==> config.mk <==
export PLATFORM = sky130hd
export DESIGN_NAME = varies_frame_reg
export DESIGN_NICKNAME = d
export VERILOG_FILES = /design/src/rtl/varies_frame_reg_pkg.sv /design/src/rtl/varies_rx_parser.sv /design/src/rtl/varies_frame_reg.sv
export SDC_FILE = /design/constraint.sdc
export NUM_CORES = 1
export LEC_CHECK = 0
export ABC_AREA = 1
export BUFFER_PORTS_ARGS = -buffer_cell sky130_fd_sc_hd__buf_2
export CORE_UTILIZATION = 30
export DETAILED_ROUTE_END_ITERATION = 8
export PLACE_DENSITY = 0.57
export SLEW_MARGIN = 30
export SYNTH_ARGS = -nofsm -noshare
export SYNTH_HDL_FRONTEND = slang
export SYNTH_HIERARCHICAL = 1
export SYNTH_SLANG_ARGS = --single-unit
export TNS_END_PERCENT = 100
==> constraint.sdc <==
create_clock -name sys_clk -period 19.9 [get_ports sys_clk]
set_input_delay 1.99 -clock sys_clk [delete_from_list [all_inputs] [get_ports sys_clk]]
set_output_delay 1.99 -clock sys_clk [all_outputs]
set_load 0.02 [all_outputs]
==> src/rtl/varies_frame_reg_pkg.sv <==
// Shared constants, parser state type and value clamp for the overlay register bank.
// Optional build macro: VARIES_CHECKSUM_EN (4-byte packets with a trailing checksum byte).
`ifndef POSITION_WIDTH
`define POSITION_WIDTH 12
`endif
`ifndef OV5640_X
`define OV5640_X 640
`endif
`ifndef OV5640_Y
`define OV5640_Y 480
`endif
`ifndef VARIES_HDR
`define VARIES_HDR 8'hA5
`endif
`ifndef VARIES_MAX
`define VARIES_MAX 8'd99
`endif
`ifndef VARIES_NUM
`define VARIES_NUM 16
`endif

package varies_frame_reg_pkg;
    localparam logic [7:0]  HDR  = `VARIES_HDR;
    localparam logic [7:0]  VMAX = `VARIES_MAX;
    localparam int unsigned NUM  = `VARIES_NUM;

    typedef enum logic [1:0] {
        ST_IDLE,
        ST_ADDR,
`ifdef VARIES_CHECKSUM_EN
        ST_DATA,
        ST_SUM
`else
        ST_DATA
`endif
    } rx_state_t;

    function automatic logic [7:0] clamp_value(input logic [7:0] v);
        return (v > VMAX) ? VMAX : v;
    endfunction
endpackage

==> src/rtl/varies_rx_parser.sv <==
// Byte-packet parser: header/index/value(/checksum) FSM with inter-byte timeout and value clamp.
// Optional build macro: VARIES_CHECKSUM_EN adds the SUM state and checksum check.
module varies_rx_parser
    import varies_frame_reg_pkg::*;
#(
    parameter int unsigned P_TIMEOUT = 50000
) (
    input  logic       sys_clk,
    input  logic       sys_rst,
    input  logic       rx_valid,
    input  logic [7:0] rx_data,
    output logic       wr_en,
    output logic [3:0] wr_idx,
    output logic [7:0] wr_val,
    output logic       err
);
    localparam int unsigned   TW       = $clog2(P_TIMEOUT + 1);
    localparam logic [TW-1:0] TMO_LAST = TW'(P_TIMEOUT - 1);

    rx_state_t     state, state_n;
    logic [TW-1:0] tmo, tmo_n;
    logic [3:0]    idx, idx_n;
    logic          err_n;
`ifdef VARIES_CHECKSUM_EN
    logic [7:0]    val, val_n;
`endif

    always_ff @(posedge sys_clk or posedge sys_rst) begin
        if (sys_rst) begin
            state <= ST_IDLE;
            tmo   <= '0;
            idx   <= '0;
            err   <= 1'b0;
`ifdef VARIES_CHECKSUM_EN
            val   <= '0;
`endif
        end else begin
            state <= state_n;
            tmo   <= tmo_n;
            idx   <= idx_n;
            err   <= err_n;
`ifdef VARIES_CHECKSUM_EN
            val   <= val_n;
`endif
        end
    end

    always_comb begin
        state_n = state;
        tmo_n   = tmo;
        idx_n   = idx;
        err_n   = 1'b0;
        wr_en   = 1'b0;
        wr_idx  = idx;
        wr_val  = clamp_value(rx_data);
`ifdef VARIES_CHECKSUM_EN
        val_n   = val;
`endif
        if (rx_valid) begin
            tmo_n = '0;
            case (state)
                ST_IDLE: if (rx_data == HDR) state_n = ST_ADDR;
                ST_ADDR: begin
                    if (rx_data < 8'(NUM)) begin
                        idx_n   = rx_data[3:0];
                        state_n = ST_DATA;
                    end else begin
                        err_n   = 1'b1;
                        state_n = ST_IDLE;
                    end
                end
                ST_DATA: begin
`ifdef VARIES_CHECKSUM_EN
                    val_n   = rx_data;
                    state_n = ST_SUM;
`else
                    wr_en   = 1'b1;
                    state_n = ST_IDLE;
`endif
                end
`ifdef VARIES_CHECKSUM_EN
                // checksum covers the raw value; only the stored copy is clamped
                ST_SUM: begin
                    wr_val  = clamp_value(val);
                    if (rx_data == 8'({4'd0, idx} + val)) wr_en = 1'b1;
                    else                                  err_n = 1'b1;
                    state_n = ST_IDLE;
                end
`endif
                default: state_n = ST_IDLE;
            endcase
        end else if (state != ST_IDLE) begin
            if (tmo == TMO_LAST) begin
                state_n = ST_IDLE;
                tmo_n   = '0;
            end else begin
                tmo_n = tmo + TW'(1);
            end
        end
    end
endmodule

==> src/rtl/varies_frame_reg.sv <==
// Overlay value bank: shadow registers written by the packet parser, committed at the last frame pixel.
// Optional build macro: VARIES_CHECKSUM_EN (forwarded to the parser).
module varies_frame_reg
    import varies_frame_reg_pkg::*;
#(
    parameter int unsigned P_W       = `POSITION_WIDTH,
    parameter int unsigned P_TIMEOUT = 50000,
    parameter int unsigned P_X       = `OV5640_X,
    parameter int unsigned P_Y       = `OV5640_Y
) (
    input  logic             sys_clk,
    input  logic             sys_rst,
    input  logic             i_rx_valid,
    input  logic [7:0]       i_rx_data,
    input  logic             i_valid,
    output logic [NUM*8-1:0] o_varies,
    output logic             o_upd,
    output logic             o_err,
    output logic             o_pending
);
    localparam logic [P_W-1:0] X_LAST = P_W'(P_X - 1);
    localparam logic [P_W-1:0] Y_LAST = P_W'(P_Y - 1);

    logic             wr_en;
    logic [3:0]       wr_idx;
    logic [7:0]       wr_val;
    logic [NUM*8-1:0] shadow;
    logic [P_W-1:0]   cnt_x, cnt_y;
    logic             last_pix, commit;

    varies_rx_parser #(.P_TIMEOUT(P_TIMEOUT)) u_parser (
        .sys_clk  (sys_clk),
        .sys_rst  (sys_rst),
        .rx_valid (i_rx_valid),
        .rx_data  (i_rx_data),
        .wr_en    (wr_en),
        .wr_idx   (wr_idx),
        .wr_val   (wr_val),
        .err      (o_err)
    );

    assign last_pix = i_valid && (cnt_x == X_LAST) && (cnt_y == Y_LAST);
    assign commit   = last_pix && o_pending;

    always_ff @(posedge sys_clk or posedge sys_rst) begin
        if (sys_rst) begin
            cnt_x <= '0;
            cnt_y <= '0;
        end else if (i_valid) begin
            if (cnt_x == X_LAST) begin
                cnt_x <= '0;
                cnt_y <= (cnt_y == Y_LAST) ? '0 : cnt_y + P_W'(1);
            end else begin
                cnt_x <= cnt_x + P_W'(1);
            end
        end
    end

    // a write on the commit edge lands after the copy, so it stays pending for next frame
    always_ff @(posedge sys_clk or posedge sys_rst) begin
        if (sys_rst) begin
            shadow    <= '0;
            o_varies  <= '0;
            o_upd     <= 1'b0;
            o_pending <= 1'b0;
        end else begin
            o_upd <= commit;
            if (commit) o_varies <= shadow;
            if (wr_en) begin
                shadow[{wr_idx, 3'b000} +: 8] <= wr_val;
                o_pending <= 1'b1;
            end else if (commit) begin
                o_pending <= 1'b0;
            end
        end
    end
endmodule
==> results of run 1 <==
-- per-stage QoR --
step / util (%) / hold WS (ns) / setup WS [ns] / power, mW
5_1_grt: 35.43 / 0.4798 / 15.78 / 1.575
6_report: 35.43 / 0.4623 / 15.87 / 1.503
3_5_place_dp: 33.01 / 0.4532 / 15.39 / 0.9008
2_1_floorplan: - / 0.4420 / 10.13 / 0.8491
4_1_cts: 35.41 / 0.4673 / 15.94 / 1.521
3_3_place_gp: 32.99 / 0.4513 / 15.14 / 0.8946
-- routing by layer --
metal	track usage, %	vias to the layer above
met4	5.731	0
met3	3.170	59
met1	23.52	5262
li1	-	5374
met5	0	-
met2	26.30	253
-- synthesized netlist by cell type (all sizes together) --
master	instances
xnor2	5
nor2	87
buf	60
clkinv	3
clkbuf	20
nand3b	1
o21ai	37
dfrtp	305
inv	77
xor2	11
nand4	145
ha	6
nand2	669
conb	1
nor3	23
nand3	122
o21bai	4
a21oi	5
-- tightest hold or removal path, delay by kind of cell (launching register included) --
family	cells	cell delay [ns]
DFF	1	0.33
and+or+nand+nor	2	0.10
-- cell families (layout without fill, tap and decap cells) --
logic type	after synthesis	in the layout	synth area share (%)
AO/OA/AOI/OAI	46	46	1.866
XOR/XNOR	16	16	1.040
adder cells (fa/ha/maj)	6	6	0.5571
buffers and inverters	160	288	5.497
AND/OR/NAND/NOR	1047	1047	34.37
other	1	1	0.02783
flip-flops	305	305	56.64
-- worst paths after layout --
| check | cells after the start | from | end |
|---|---|---|---|
| setup / recovery | 10 | i_rx_data[4] | shadow[124] |
| hold / removal | 2 | o_varies[25] | o_varies[25] |
| setup reg to reg | 9 | cnt_y[0] | o_varies[8] |
| hold reg to reg | 2 | o_varies[25] | o_varies[25] |
| max in group asynchronous | 4 | sys_rst | o_varies[113] |
| min in group asynchronous | 2 | sys_rst | o_varies[28] |
-- final cells by class --
cell class | count | area (µm²) | share of cell area (%)
clock buffers | 47 | 991.0 | 6.325
clock inverters | 8 | 68.82 | 0.4392
inverters | 80 | 312.8 | 1.996
repair buffers | 153 | 804.5 | 5.135
well taps | 592 | 740.7 | 4.728
multi-input cells | 1116 | 5114 | 32.64
flip-flops and latches | 305 | 7636 | 48.74
-- flip-flops by register name (all words and copies together), names as in the netlist, 2 cells and up --
register / flops
u_parser/wr_idx: 4
shadow: 128
u_parser/state: 2
u_parser/tmo: 16
cnt_x: 12
o_varies: 128
cnt_y: 12
-- power by group through the flow --
stage	clock network (mW)	logic (mW)	registers (mW)
finish	0.611	0.212	0.681
global route	0.652	0.238	0.685
CTS	0.631	0.210	0.681
detailed placement	0	0.209	0.692
global placement	0	0.205	0.690
floorplan	0	0.178	0.671
==> out/qor.csv, run 1 <==
metric;value;unit
Crit Path Category;input port to flip-flop;
# port buffers;142;
postcts setup bufs;0;
pin count of the biggest net entering global routing;136;
initial core utilization;30.47;%
met3 wire len;1.943;mm
area growth from synthesis to layout;16.28;%
number of ports placed on the die boundary;143;
transition at the pin with the smallest max-transition slack;0.8365;ns
Placed Area;14600;µm²
Worst EP arrival;4.47;ns
maximum buffer depth of the clock tree;3;
Mapped Cells;1581;
Most Frequent Cell on Critical Path;sky130_fd_sc_hd__nand2_1;
initial antenna violation count;0;
CP startpoint kind;input port;
fraction of synthesized cell area taken by the top area cell type;56.64;%
min cycle time layout;4.025;ns
Yosys warning count;6;
Worst-path clk slew;0.06;ns
sequential power share;45.3;%
maximum fanout along the worst path;6;
share of final-layout standard cells stronger than drive strength 1;13.81;%
gr usage total;16.90;%
vias after detailed routing;10950;
Hold Buf Count CTS;0;
switching power share of the total;30.60;%
Final Setup Violations;0;
Worst Hold Class;flip-flop to flip-flop;
global-route wire length before repair;61.84;mm
Synthesized Nets;1599;
gate family responsible for the most delay along the worst path;simple AND/OR/NAND/NOR gates;
Internal Dissipation;1.043;mW
ordered cell list for the critical path;buf_2 > nor2_1 > nand2_1 > nand3_1 > nand2_1 > nor2_1 > inv_1 > nor3_1 > nand3_1 > nand2_1;
period utilisation layout;20.23;%
fillers;4596;
Max Slew Vio Count;0;
Non-Filler Cell Area, Final;15670;µm²
area of the die;45770;µm²
initial detailed-routing violation count;911;
clock network power share;40.6;%
result of the run;finished clean;
power per unit of standard cell area;95.94;nW/µm²
DRT Wirelength;38.08;mm
wire length on met1;17.75;mm
clock sink count;305;
cell at the slowest stage of the critical path;sky130_fd_sc_hd__nor3_1;
worst endpoint required time;20.34;ns
floorplan core area;44220;µm²
leakage power total;8.611;nW
combined buffer and inverter count along the critical path;2;
Max rail drop VDD;0.06730;mV
chip width;213.9;µm
TNS Setup;0;ns
area leader, netlist;sky130_fd_sc_hd__dfrtp_1;
aggregate global routing overflow;0;
detailed-route DRC error count;0;
Avg Inst Size Synth;8.523;µm²
final number of hold-violating endpoints;0;
DPL Wire Length;25.63;mm
maximum clock skew at final layout;0.01955;ns
routed length on met2;17.27;mm
floorplan row count;77;
drt first pass iters;5;
clock buffer count from CTS;35;
remaining max-slew budget at the tightest pin;44.03;%
die outline height;213.9;µm
count of antenna diodes in the layout;0;
CTS tree;built;
Antenna Nets Post-Route;0;
dominant cells by area after synthesis;sky130_fd_sc_hd__dfrtp_1 (57%), sky130_fd_sc_hd__nand2_1 (19%), sky130_fd_sc_hd__nand4_1 (6.7%);
type of element capturing the critical path;flip-flop;
f_max;248.4;MHz
final std cells w/o fill;2301;
setup repair after global routing missed its margin;false;
Worst R2R Setup Slack;16.89;ns
placer's final routability congestion estimate;0.8417;
top library cells by usage in the layout, fill and taps aside;sky130_fd_sc_hd__nand2_1 (665), sky130_fd_sc_hd__dfrtp_1 (304), sky130_fd_sc_hd__nand4_1 (145);
post-synthesis sequential element count;305;
power share of the combinational group;14.1;%
NetSw;459.9;µW
Clock H-tree levels;2;
count of unique library cells instantiated by Yosys;34;
vias in the first global route;10950;
Top Layer Used;met4;
clock latency on the worst-skew pair;0.52;ns
mean number of vias per cell;4.758;
post-DR wirelength/cell;16.55;µm
Placed Instances;2246;
largest stage delay on the critical path;0.68;ns
maximum capacitance violations;0;
number of cells upsized or downsized after cts;0;
CTS root buffer;sky130_fd_sc_hd__clkbuf_16;
sequential cell area fraction in the yosys report;56.64;%
Netlist Area Pre-Place;13470;µm²
leading cell type in the layout, fill and taps excluded;sky130_fd_sc_hd__nand2_1;
Nets;1709;
No activity file was read; power rests on OpenSTA's default activity.
==> inputs of run 2 (changes only) <==
Settings changed: PLACE_DENSITY 0.57 to 0.59.
Clock period 19.9 ns to 3.3 ns, I/O delays scaled along.
==> out/qor.csv, run 2 (synthesized netlist as in run 1, its figures left out) <==
metric;value;unit;change
pin count of the biggest net entering global routing;135;;was 136
Max rail drop VDD;0.3568;mV;was 0.06730 mV
minimum setup slack after placement;0.8441;ns;was 15.39 ns
top library cells by usage in the layout, fill and taps aside;sky130_fd_sc_hd__nand2_1 (665), sky130_fd_sc_hd__dfrtp_1 (304), sky130_fd_sc_hd__nand4_1 (145);;unchanged
number of ports placed on the die boundary;143;;unchanged
period utilisation layout;75.79;%;
Nets;1726;;was 1709
post-layout utilization of the core;36.19;%;was 35.43%
CP startpoint kind;flip-flop;;was input port
initial antenna violation count;0;;unchanged
Antenna Nets Post-Route;0;;unchanged
mean number of vias per cell;4.781;;was 4.758
Worst Hold Class;input port to flip-flop;;was flip-flop to flip-flop
CTS root buffer;sky130_fd_sc_hd__clkbuf_16;;unchanged
Worst EP arrival;2.97;ns;was 4.47 ns
vias after detailed routing;11120;;was 10950
CTS tree;built;;unchanged
leading cell type in the layout, fill and taps excluded;sky130_fd_sc_hd__nand2_1;;unchanged
maximum fanout along the worst path;21;;was 6
Crit Path Category;flip-flop to flip-flop;;was input port to flip-flop
chip width;213.9;µm;unchanged
result of the run;finished clean;;unchanged
Min Hold Slack;0.09399;ns;was 0.4623 ns
# port buffers;142;;unchanged
postcts setup bufs;0;;unchanged
fillers;4505;;was 4596
floorplan core area;44220;µm²;unchanged
maximum clock skew at final layout;0.01676;ns;was 0.01955 ns
Register Area;7636;µm²;unchanged
Setup crit end;shadow[85];;was shadow[124]
area of the die;45770;µm²;unchanged
Worst R2R Setup Slack;0.80;ns;was 16.89 ns
count of antenna diodes in the layout;0;;unchanged
DRT Wirelength;38.88;mm;was 38.08 mm
detailed-route DRC error count;0;;unchanged
floorplan row count;77;;unchanged
type of element capturing the critical path;flip-flop;;unchanged
Worst setup startpoint;u_parser/wr_idx[0];;was i_rx_data[4]
remaining max-slew budget at the tightest pin;44.53;%;was 44.03%
leakage power total;8.778;nW;was 8.611 nW
TNS Setup;0;ns;unchanged
R2R depth;9;;unchanged
transition at the pin with the smallest max-transition slack;0.8320;ns;was 0.8365 ns
area growth from synthesis to layout;18.78;%;was 16.28%
area taken by multi-input logic gates;5109;µm²;was 5114 µm²
drt first pass iters;5;;unchanged
Clock H-tree levels;2;;unchanged
clock sink count;305;;unchanged
f_max;399.8;MHz;
Max Slew Vio Count;0;;unchanged
aggregate global routing overflow;0;;unchanged
die outline height;213.9;µm;unchanged
maximum capacitance violations;0;;unchanged
setup repair after global routing missed its margin;false;;unchanged
global-route wire length before repair;62.53;mm;was 61.84 mm
post-DR wirelength/cell;16.72;µm;was 16.55 µm
reg-to-reg critical path endpoint;shadow[85];;was o_varies[8]
clock latency on the worst-skew pair;0.54;ns;was 0.52 ns
gr usage total;17.23;%;was 16.90%
initial core utilization;30.47;%;unchanged
R2R Path Start;u_parser/wr_idx[0];;was cnt_y[0]
initial detailed-routing violation count;727;;was 911
clock buffer count from CTS;35;;unchanged
largest registers in the final layout;o_varies: 128 flops, shadow: 128 flops, u_parser/tmo: 16 flops;;unchanged
vias in the first global route;10940;;was 10950
final number of hold-violating endpoints;0;;unchanged
placer's final routability congestion estimate;0.8709;;was 0.8417
Worst-path clk slew;0.06;ns;about the same
Final Setup Violations;0;;unchanged
number of cells on the worst hold path;3;;was 2
DPL Wire Length;26.88;mm;was 25.63 mm
min cycle time layout;2.501;ns;
power per unit of standard cell area;589.7;nW/µm²;was 95.94 nW/µm²
worst endpoint required time;3.77;ns;was 20.34 ns
share of final-layout standard cells stronger than drive strength 1;15.06;%;was 13.81%
post-layout worst setup margin;0.7989;ns;was 15.87 ns
maximum buffer depth of the clock tree;3;;unchanged
==> run 2: cell types whose count changed in the layout (fill, tap and decap cells not counted), moves of 2 or more <==
cell,previous run,this run
sky130_fd_sc_hd__clkinv_4,0,2
sky130_fd_sc_hd__clkbuf_16,35,37
sky130_fd_sc_hd__buf_4,8,19
sky130_fd_sc_hd__clkinvlp_4,0,3
sky130_fd_sc_hd__clkbuf_1,5,3
sky130_fd_sc_hd__buf_6,3,0
sky130_fd_sc_hd__buf_12,0,7
==> run 2: worst min-delay path by stage <==
stage	start	to	slack (ns)
finish	i_rx_valid	u_parser/state[0]	0.09
detailed placement	sys_rst	shadow[30]	0.45
floorplan	sys_rst	u_parser/err	0.33
global placement	o_varies[90]	o_varies[90]	0.45
global route	i_rx_valid	u_parser/err	0.1
CTS	i_rx_valid	u_parser/state[0]	0.06
==> run 2: what timing repair did <==
| action | in CTS | in global routing |
|---|---|---|
| hold endpoints to repair | 17 | 0 |
| gates resized for setup | 0 | 0 |
| hold buffers | 1 | 0 |
==> run 2: cell type report <==
type / count / area share, %
Clock inverter: 14 / 0.8522
Timing Repair Buffer: 170 / 6.442
Tap cell: 592 / 4.628
Sequential cell: 305 / 47.71
Multi-Input combinational cell: 1116 / 31.92
Inverter: 80 / 1.900
Clock buffer: 48 / 6.544
==> run 2: power by group <==
group	internal (mW)	switching, mW
Sequential	3.87	0.205
Clock	2.39	1.60
Combinational	0.299	1.08
Total	6.56	2.88
==> run 2: stage by stage <==
stage,instances,power [mW],instance area (µm²)
global placement,2261,5.457,14780
floorplan,1581,5.121,13480
CTS,2325,9.532,16000
detailed placement,2262,5.488,14810
finish,2325,9.438,16000
global route,2325,9.879,16000
==> run 2: worst max-delay path, cell delays in order, from the launching register on <==
cell,delay (ns)
sky130_fd_sc_hd__dfrtp_1,0.40
sky130_fd_sc_hd__inv_1,0.05
sky130_fd_sc_hd__buf_4,0.20
sky130_fd_sc_hd__ha_1,0.50
sky130_fd_sc_hd__nand3_1,0.14
sky130_fd_sc_hd__inv_1,0.31
sky130_fd_sc_hd__nand2_1,0.09
sky130_fd_sc_hd__nor2_1,0.51
sky130_fd_sc_hd__nand2_1,0.12
sky130_fd_sc_hd__nand2_1,0.10
==> run 2: metal layers <==
metal  track usage, %  part of all wire, %  vias to the layer above
met4            5.348                  2.8                        0
li1                 -                    -                     5403
met3            3.312                  5.4                       66
met5                0                    0                        -
met1            24.00                   46                     5380
met2            26.98                   46                      267
